## src/rtl/fetch_if.sv

```systemverilog
// Fetch-stage bus: instruction-memory port, redirect input and the
// valid/ready output entry towards decode.
interface fetch_if;
    logic [31:0] imem_addr;
    logic [31:0] imem_rdata;
    logic        redirect_valid;
    logic [31:0] redirect_pc;
    logic        out_valid;
    logic        out_ready;
    logic [31:0] out_pc;
    logic [31:0] out_pc_plus4;
    logic [31:0] out_instr;
    logic        out_fault;
    logic [1:0]  out_cause;
    logic [31:0] fetch_count;

    // Fetch stage side
    modport master (
        output imem_addr,
        input  imem_rdata,
        input  redirect_valid,
        input  redirect_pc,
        output out_valid,
        input  out_ready,
        output out_pc,
        output out_pc_plus4,
        output out_instr,
        output out_fault,
        output out_cause,
        output fetch_count
    );

    // Memory / redirect source / decode side
    modport slave (
        input  imem_addr,
        output imem_rdata,
        output redirect_valid,
        output redirect_pc,
        input  out_valid,
        output out_ready,
        input  out_pc,
        input  out_pc_plus4,
        input  out_instr,
        input  out_fault,
        input  out_cause,
        input  fetch_count
    );
endinterface

```

## src/rtl/fetch_stage.sv

```systemverilog
// Instruction-fetch front end: owns the PC, presents it to instruction
// memory, captures the returned word into a one-entry output register
// with a valid/ready handshake, handles redirects and flags faults.
module fetch_stage #(
    parameter logic [31:0] RESET_PC   = 32'h0000_0000,
    parameter int          IMEM_DEPTH = 256,
    parameter logic [31:0] NOP_INSTR  = 32'h0000_0013
) (
    input  logic    clk,
    input  logic    rst_n,
    fetch_if.master bus
);
    typedef enum logic {RUN, HALT} state_t;

    localparam logic [29:0] DEPTH_WORDS = 30'(IMEM_DEPTH);

    state_t      state_q, state_d;
    logic [31:0] pc_q, pc_d;
    logic        out_valid_q, out_valid_d;
    logic [31:0] out_pc_q, out_pc_d;
    logic [31:0] out_pc_plus4_q, out_pc_plus4_d;
    logic [31:0] out_instr_q, out_instr_d;
    logic        out_fault_q, out_fault_d;
    logic [1:0]  out_cause_q, out_cause_d;
    logic [31:0] fetch_count_q, fetch_count_d;

    logic        load;
    logic        handshake;
    logic        misaligned;
    logic        out_of_range;
    logic [31:0] pc_plus4;

    assign load         = !out_valid_q || bus.out_ready;
    assign handshake    = out_valid_q && bus.out_ready;
    assign misaligned   = (pc_q[1:0] != 2'b00);
    assign out_of_range = (pc_q[31:2] >= DEPTH_WORDS);
    assign pc_plus4     = pc_q + 32'd4;

    // Next-state: redirect beats fetch; a fault parks the PC and halts fetch
    always_comb begin
        state_d        = state_q;
        pc_d           = pc_q;
        out_valid_d    = out_valid_q;
        out_pc_d       = out_pc_q;
        out_pc_plus4_d = out_pc_plus4_q;
        out_instr_d    = out_instr_q;
        out_fault_d    = out_fault_q;
        out_cause_d    = out_cause_q;
        fetch_count_d  = fetch_count_q;

        if (bus.redirect_valid) begin
            // Flush wins over a same-cycle accept, so nothing is counted
            pc_d        = bus.redirect_pc;
            out_valid_d = 1'b0;
            state_d     = RUN;
        end else begin
            if (handshake) begin
                out_valid_d = 1'b0;
                if (!out_fault_q) begin
                    fetch_count_d = fetch_count_q + 32'd1;
                end
            end
            if (state_q == RUN && load) begin
                out_valid_d    = 1'b1;
                out_pc_d       = pc_q;
                out_pc_plus4_d = pc_plus4;
                if (misaligned || out_of_range) begin
                    out_instr_d = NOP_INSTR;
                    out_fault_d = 1'b1;
                    out_cause_d = misaligned ? 2'b01 : 2'b10;
                    state_d     = HALT;
                end else begin
                    out_instr_d = bus.imem_rdata;
                    out_fault_d = 1'b0;
                    out_cause_d = 2'b00;
                    pc_d        = pc_plus4;
                end
            end
        end
    end

    // State and output-entry registers with synchronous active-low reset
    always_ff @(posedge clk) begin
        if (!rst_n) begin
            state_q        <= RUN;
            pc_q           <= RESET_PC;
            out_valid_q    <= 1'b0;
            out_pc_q       <= 32'd0;
            out_pc_plus4_q <= 32'd0;
            out_instr_q    <= NOP_INSTR;
            out_fault_q    <= 1'b0;
            out_cause_q    <= 2'b00;
            fetch_count_q  <= 32'd0;
        end else begin
            state_q        <= state_d;
            pc_q           <= pc_d;
            out_valid_q    <= out_valid_d;
            out_pc_q       <= out_pc_d;
            out_pc_plus4_q <= out_pc_plus4_d;
            out_instr_q    <= out_instr_d;
            out_fault_q    <= out_fault_d;
            out_cause_q    <= out_cause_d;
            fetch_count_q  <= fetch_count_d;
        end
    end

    assign bus.imem_addr    = pc_q;
    assign bus.out_valid    = out_valid_q;
    assign bus.out_pc       = out_pc_q;
    assign bus.out_pc_plus4 = out_pc_plus4_q;
    assign bus.out_instr    = out_instr_q;
    assign bus.out_fault    = out_fault_q;
    assign bus.out_cause    = out_cause_q;
    assign bus.fetch_count  = fetch_count_q;
endmodule

```

## src/flat_wrapper.sv

```systemverilog
// flat-port wrapper written by rule: the top's interface ports become plain ports
module fetch_stage_flat 
#(
    parameter logic [31:0] RESET_PC   = 32'h0000_0000,
    parameter int          IMEM_DEPTH = 256,
    parameter logic [31:0] NOP_INSTR  = 32'h0000_0013
)
  (clk, rst_n, bus_imem_addr, bus_imem_rdata, bus_redirect_valid, bus_redirect_pc, bus_out_valid, bus_out_ready, bus_out_pc, bus_out_pc_plus4, bus_out_instr, bus_out_fault, bus_out_cause, bus_fetch_count);
  fetch_if bus_i ();
  input  logic clk;
  input  logic rst_n;
  output wire logic [$bits(bus_i.imem_addr)-1:0] bus_imem_addr;
  input wire logic [$bits(bus_i.imem_rdata)-1:0] bus_imem_rdata;
  input wire logic [$bits(bus_i.redirect_valid)-1:0] bus_redirect_valid;
  input wire logic [$bits(bus_i.redirect_pc)-1:0] bus_redirect_pc;
  output wire logic [$bits(bus_i.out_valid)-1:0] bus_out_valid;
  input wire logic [$bits(bus_i.out_ready)-1:0] bus_out_ready;
  output wire logic [$bits(bus_i.out_pc)-1:0] bus_out_pc;
  output wire logic [$bits(bus_i.out_pc_plus4)-1:0] bus_out_pc_plus4;
  output wire logic [$bits(bus_i.out_instr)-1:0] bus_out_instr;
  output wire logic [$bits(bus_i.out_fault)-1:0] bus_out_fault;
  output wire logic [$bits(bus_i.out_cause)-1:0] bus_out_cause;
  output wire logic [$bits(bus_i.fetch_count)-1:0] bus_fetch_count;
  assign bus_imem_addr = bus_i.imem_addr;
  assign bus_i.imem_rdata = bus_imem_rdata;
  assign bus_i.redirect_valid = bus_redirect_valid;
  assign bus_i.redirect_pc = bus_redirect_pc;
  assign bus_out_valid = bus_i.out_valid;
  assign bus_i.out_ready = bus_out_ready;
  assign bus_out_pc = bus_i.out_pc;
  assign bus_out_pc_plus4 = bus_i.out_pc_plus4;
  assign bus_out_instr = bus_i.out_instr;
  assign bus_out_fault = bus_i.out_fault;
  assign bus_out_cause = bus_i.out_cause;
  assign bus_fetch_count = bus_i.fetch_count;
  fetch_stage #(.RESET_PC(RESET_PC), .IMEM_DEPTH(IMEM_DEPTH), .NOP_INSTR(NOP_INSTR)) u_core (.clk(clk), .rst_n(rst_n), .bus(bus_i));
endmodule
```

## config.mk

```make
export PLATFORM = sky130hd
export DESIGN_NAME = fetch_stage_flat
export DESIGN_NICKNAME = d
export VERILOG_FILES = /design/src/rtl/fetch_if.sv /design/src/rtl/fetch_stage.sv /design/src/flat_wrapper.sv
export SDC_FILE = /design/constraint.sdc
export NUM_CORES = 1
export LEC_CHECK = 0
export BUFFER_PORTS_ARGS = -buffer_cell sky130_fd_sc_hd__buf_4
export CAP_MARGIN = 20
export CORE_UTILIZATION = 55
export DETAILED_ROUTE_END_ITERATION = 8
export HOLD_SLACK_MARGIN = 0.03
export PLACE_DENSITY = 0.95
export SLEW_MARGIN = 20
export SYNTH_ARGS = -nofsm -noshare
export SYNTH_HDL_FRONTEND = slang
export SYNTH_SLANG_ARGS = --single-unit
```

## constraint.sdc

```tcl
create_clock -name clk -period 4.9 [get_ports clk]
set_input_delay 0.98 -clock clk [delete_from_list [all_inputs] [get_ports clk]]
set_output_delay 0.98 -clock clk [all_outputs]
set_load 0.005 [all_outputs]
```

# Yosys cells after proc, flatten, opt, wreduce, memory -nomap -nowiden
# Index checks and enable logic that the tools add are counted.
# word_totals
reg_bits,165
inputBits,68
output_inout_bits,164
wordCells,39
# op_classes
n_addsub,2
magnitude_cmp,1
n_eq_ne,1
mux,9
n_bitwise,4
reduce_logical,13
# op_table
cell,count
$mux 32,4
$add 32x1->32 const B,1
$add 32x3->32 const B,1
$ge 30x9->1 const B,1
$reduce_and 2->1,3
$reduce_bool 2->1,3
$mux 2,2
$not 1->1,4
$mux 1,3
$reduce_and 3->1,1
$logic_and 1x1->1,2
$logic_or 1x1->1,2
$ne 2x2->1 const B,1
$reduce_or 2->1,1
$logic_not 1->1,1

# Depth between registers and ports, before layout
# logic_depth
depth_word,5
depth_mapped,7

# Worst setup path after synthesis
# No wires, ideal clock.
# synth_timing
path_kind,input to register
start,input port bus_redirect_valid
end,"register u_core.fetch_count_q[27], in the netlist u_core.bus.fetch_count[27]"
setup_time_ns,0.072
arrival_time_ns,2.487
t_required_ns,4.828
path_slack_ns,2.341
cell_stages,7
n_path_buf,3
cell_sequence,buf_2 nor4bb_1 buf_2 nand4_2 buf_2 nor4_1 mux2i_1
# synth_between
elab_chain_cells,2
# synth_lines
element,line_no,rtl
from (decl),flat_wrapper.sv:14,input wire logic [$bits(bus_i.redirect_valid)-1:0] bus_redirect_valid;
$not 1->1 (no line),-,
$reduce_and 3->1 (no line),-,
to (signal assigned),fetch_stage.sv:103,fetch_count_q <= fetch_count_d;
to (decl),fetch_stage.sv:25,"logic [31:0] fetch_count_q, fetch_count_d;"
# Every way passes these cells.
# A chain may end at the register's enable or synchronous reset.

# Worst setup path in the final report
# layout_timing
start,input port bus_redirect_valid
end,"register u_core.fetch_count_q[20], in the netlist u_core.bus.fetch_count[20]"
# The elaborated chain is that of the path after synthesis.

==> impl_metrics.ini <==
[sta]
maxSlewHeadroom_pct = 26.1
slew_violations = 0
setup_tns_ns = 0
finalClockSkew_ns = 0.00791
fmax_mhz = 350
period_needed_ns = 2.86
period_share_pct = 58.3
rsz0062_at_grt = no
setup_violations = 0
worst_pin_slew_ns = 1.10
finalHoldViolCount = 0

[cells_and_area]
fin_cells = 1239
design_area_um2 = 9410
drive_above_1_share_pct = 26.5
synthToLayoutAreaGrowth_pct = 31.0
num_antenna_cells = 0
finalNetCount = 1125
fillers = 939

[power]
leakagePower_nw = 3.67
p_switching_mw = 0.777
p_seq_share_pct = 48.3
cellPowerDensity_nw_per_um2 = 316
vdd_drop_max_mv = 0.219
combPwrFrac_pct = 11.7
intPower_mw = 2.19
sw_frac_of_total_pct = 26.2
power_frac_clock_pct = 40.0

[critical_path]
crit_buf_inv = 2
worstPathCellList = buf_4 > nor4bb_2 > buf_4 > nand4_1 > or4_1 > a21oi_1
cp_slowest_cell = or4_1
startpoint_type = primary input
r2r_cells = 5
worst-setup-path-type = in2reg
regToRegEndpoint = u_core.bus.imem_addr[27]$_SDFFE_PN0P_
max_stage_delay_ns = 0.64
cp.arrival_ns = 3.19
path_common_cell = buf_4
reg2reg_slack_ns = 2.34
crit_fanout = 36
crit_family = simple AND/OR/NAND/NOR gates
crit_required_ns = 5.23
endpoint_kind = register
reg2reg_from = u_core.bus.imem_addr[15]$_SDFFE_PN0P_

[die]
start_util_pct = 56.7
rows = 41
die_w_um = 116
io_pins = 232
die_area_um2 = 13500
coreArea_um2 = 12700
die_h_um = 116

[detailed_routing]
drt_iter0_markers = 838
drt_first_pass_iters = 5
drt_wl_total_mm = 21.9
ant_nets = 0
post_drt_via_cell_ratio = 6.06
drc = 0
wl_per_cell_um = 17.7
via_count = 7505

[clock_tree]
tritoncts = built
clk_pin_slew_worst_paths_ns = 0.06
h-tree-depth = 4
post-cts-setup-buffers = 0
cts.sinks = 163
clkLatencyLatePin_ns = 0.42
cts_root_buf = clkbuf_16
clockBufferDepth = 2
cts_buffers = 17
postCtsHoldBufs = 0
post_cts_resized = 0

[synth]
synth_ff_type = dfxtp_1
yosysWarnings = 0
async_reset_ff_share_pct = 0
avgSynthCellArea_um2 = 8.18
yosys.area.top_type = dfxtp_1
ys_seq_elements = 163
synthTopCellsByArea = dfxtp_1, nand2_1, a21oi_1, nand4_1, o311ai_0
synth_cells = 877
mappedNetlistArea_um2 = 7180
synth_top_area_share_pct = 45.5
syn_nets = 948
ys_types = 47
ys_seq_area_share_pct = 45.5
synth_edf_count = 0

[place]
hpwl_mm = 14.4
place_congestion = 0.846
dp_cells = 1207
place_area_um2 = 8880
io_buffers = 231

[grt]
grtUsageMet1_pct = 39.1
grt.overflow.total = 0
grt_start_max_net_pins = 91
use_met2_pct = 50.8
grt_use_total_pct = 31.5
grt_util_met3_pct = 8.56
grt_pass1_vias = 6718
antenna_found_initial = 0
grt_pass1_wl_mm = 33.3
grt_busiest_layer = met2

[min_path]
hold_depth = 2
min_from = u_core.bus.out_instr[18]$_SDFFE_PN0P_
hold_path.class = reg2reg
holdPathEnd = u_core.bus.out_instr[18]$_SDFFE_PN0P_

[run]
drv_cap = 0

[outcome]
status = completed
worst min-delay path, delay by kind of cell (launching register included):
kind               cells  cell delay (ns)
DFF                    1             0.31
AOI/OAI and AO/OA      1             0.05
and+or+nand+nor        1             0.05
cells in the mapped netlist, drive strengths merged (2+ instances only):
| cell type | n |
|---|---|
| dfxtp | 163 |
| nand2 | 157 |
| a21oi | 101 |
| clkbuf | 57 |
| nand4 | 49 |
| nor2 | 31 |
| o21ai | 29 |
| o311ai | 27 |
| nand3 | 26 |
| buf | 25 |
| a31oi | 18 |
| nor4 | 18 |
| nor3 | 16 |
| or3 | 16 |
| mux2i | 14 |
| nand2b | 13 |
| inv | 12 |
| o31ai | 12 |
| or4 | 10 |
| xnor2 | 9 |
| and3 | 8 |
| and4 | 8 |
| o21a | 7 |
| a211oi | 6 |
| and2 | 5 |
| o2111ai | 5 |
| o211a | 5 |
| xor2 | 5 |
| o311a | 4 |
| a311o | 3 |
| ha | 3 |
| nor2b | 3 |
| or2 | 3 |
| o31a | 2 |
stage by stage:
| step | worst slack, ns | power, mW | utilization, % | hold WS (ns) |
|---|---|---|---|---|
| 2_1_floorplan | 2.34 | 1.62 | - | 0.442 |
| 4_1_cts | 2.06 | 2.97 | 74.2 | 0.452 |
| 6_report | 2.04 | 2.97 | 74.2 | 0.449 |
| 3_3_place_gp | 1.79 | 1.79 | 70.1 | 0.438 |
| 3_5_place_dp | 1.70 | 1.80 | 70.1 | 0.444 |
| 5_1_grt | 1.93 | 3.08 | 74.2 | 0.464 |
cell families after synthesis:
kind of cell,Yosys count,synth area share [%]
DFF,163,45.5
buffers and inverters,94,5.33
adders and majority gates,3,0.523
muxes,14,1.95
and+or+nand+nor,365,25.3
AOI/OAI and AO/OA,224,19.7
xor gates and xnor gates,14,1.71
power by group through the flow:
stage | Combinational, mW | Sequential (mW) | Clock (mW)
floorplan | 0.182 | 1.44 | 0
global placement | 0.335 | 1.46 | 0
detailed placement | 0.342 | 1.46 | 0
CTS | 0.344 | 1.43 | 1.20
global route | 0.374 | 1.44 | 1.27
finish | 0.348 | 1.43 | 1.19
cells in the final DEF (no fill, tap or decap), types with 4 or more instances in the layout:
cell type | Yosys | routed
a31oi_1 | 18 | 18
and4_1 | 8 | 8
nand2_1 | 157 | 156
buf_4 | 4 | 240
nand2b_1 | 13 | 13
inv_1 | 11 | 11
o31ai_1 | 12 | 12
xor2_1 | 5 | 5
nand4_1 | 48 | 48
dfxtp_1 | 163 | 163
a211oi_1 | 6 | 6
a21oi_1 | 101 | 101
o21a_1 | 7 | 7
and2_1 | 5 | 5
o311a_1 | 4 | 4
or3_1 | 16 | 16
clkbuf_16 | 0 | 17
and3_1 | 8 | 8
nor3_1 | 16 | 15
o21ai_0 | 29 | 29
nor4_1 | 18 | 18
nand3_1 | 24 | 24
o2111ai_1 | 5 | 5
o211a_1 | 5 | 5
xnor2_1 | 9 | 9
or4_1 | 9 | 9
nor2_1 | 31 | 30
clkinv_2 | 0 | 6
clkinvlp_4 | 0 | 4
mux2i_1 | 14 | 14
o311ai_0 | 27 | 27
routing by layer:
metal | routed length [um] | up-vias
li1 | - | 3547
met1 | 8640 | 3496
met2 | 10400 | 398
met3 | 2100 | 64
met4 | 731 | 0
met5 | 0 | -
cell type report:
cell class,instances,area (um^2),area share (%)
Multi-Input combinational cell,620,3550,37.8
Sequential cell,163,3260,34.7
Timing Repair Buffer,240,1800,19.2
Clock buffer,22,464,4.94
Tap cell,172,215,2.29
Clock inverter,10,60.1,0.639
Inverter,12,47.5,0.506
worst max path at each step:
stage                             startpoint  cells after the start                                      end
after global placement    bus_redirect_valid                      6  u_core.bus.fetch_count[22]$_SDFFE_PN0P_
after global routing      bus_redirect_valid                      6  u_core.bus.fetch_count[20]$_SDFFE_PN0P_
after CTS                 bus_redirect_valid                      6  u_core.bus.fetch_count[20]$_SDFFE_PN0P_
after floorplan           bus_redirect_valid                      7  u_core.bus.fetch_count[27]$_SDFFE_PN0P_
final                     bus_redirect_valid                      6  u_core.bus.fetch_count[20]$_SDFFE_PN0P_
after detailed placement  bus_redirect_valid                      6  u_core.bus.fetch_count[18]$_SDFFE_PN0P_
flip-flops by register name, summed over array words and instances, names as in the netlist:
register                 flops
u_core.bus.out_valid         1
u_core.bus.out_cause         2
u_core.bus.out_pc_plus4     32
u_core.bus.out_instr        32
u_core.bus.out_pc           30
u_core.state_q               1
u_core.bus.out_fault         1
u_core.bus.imem_addr        32
u_core.bus.fetch_count      32
No activity file was read; power rests on OpenSTA's default activity.
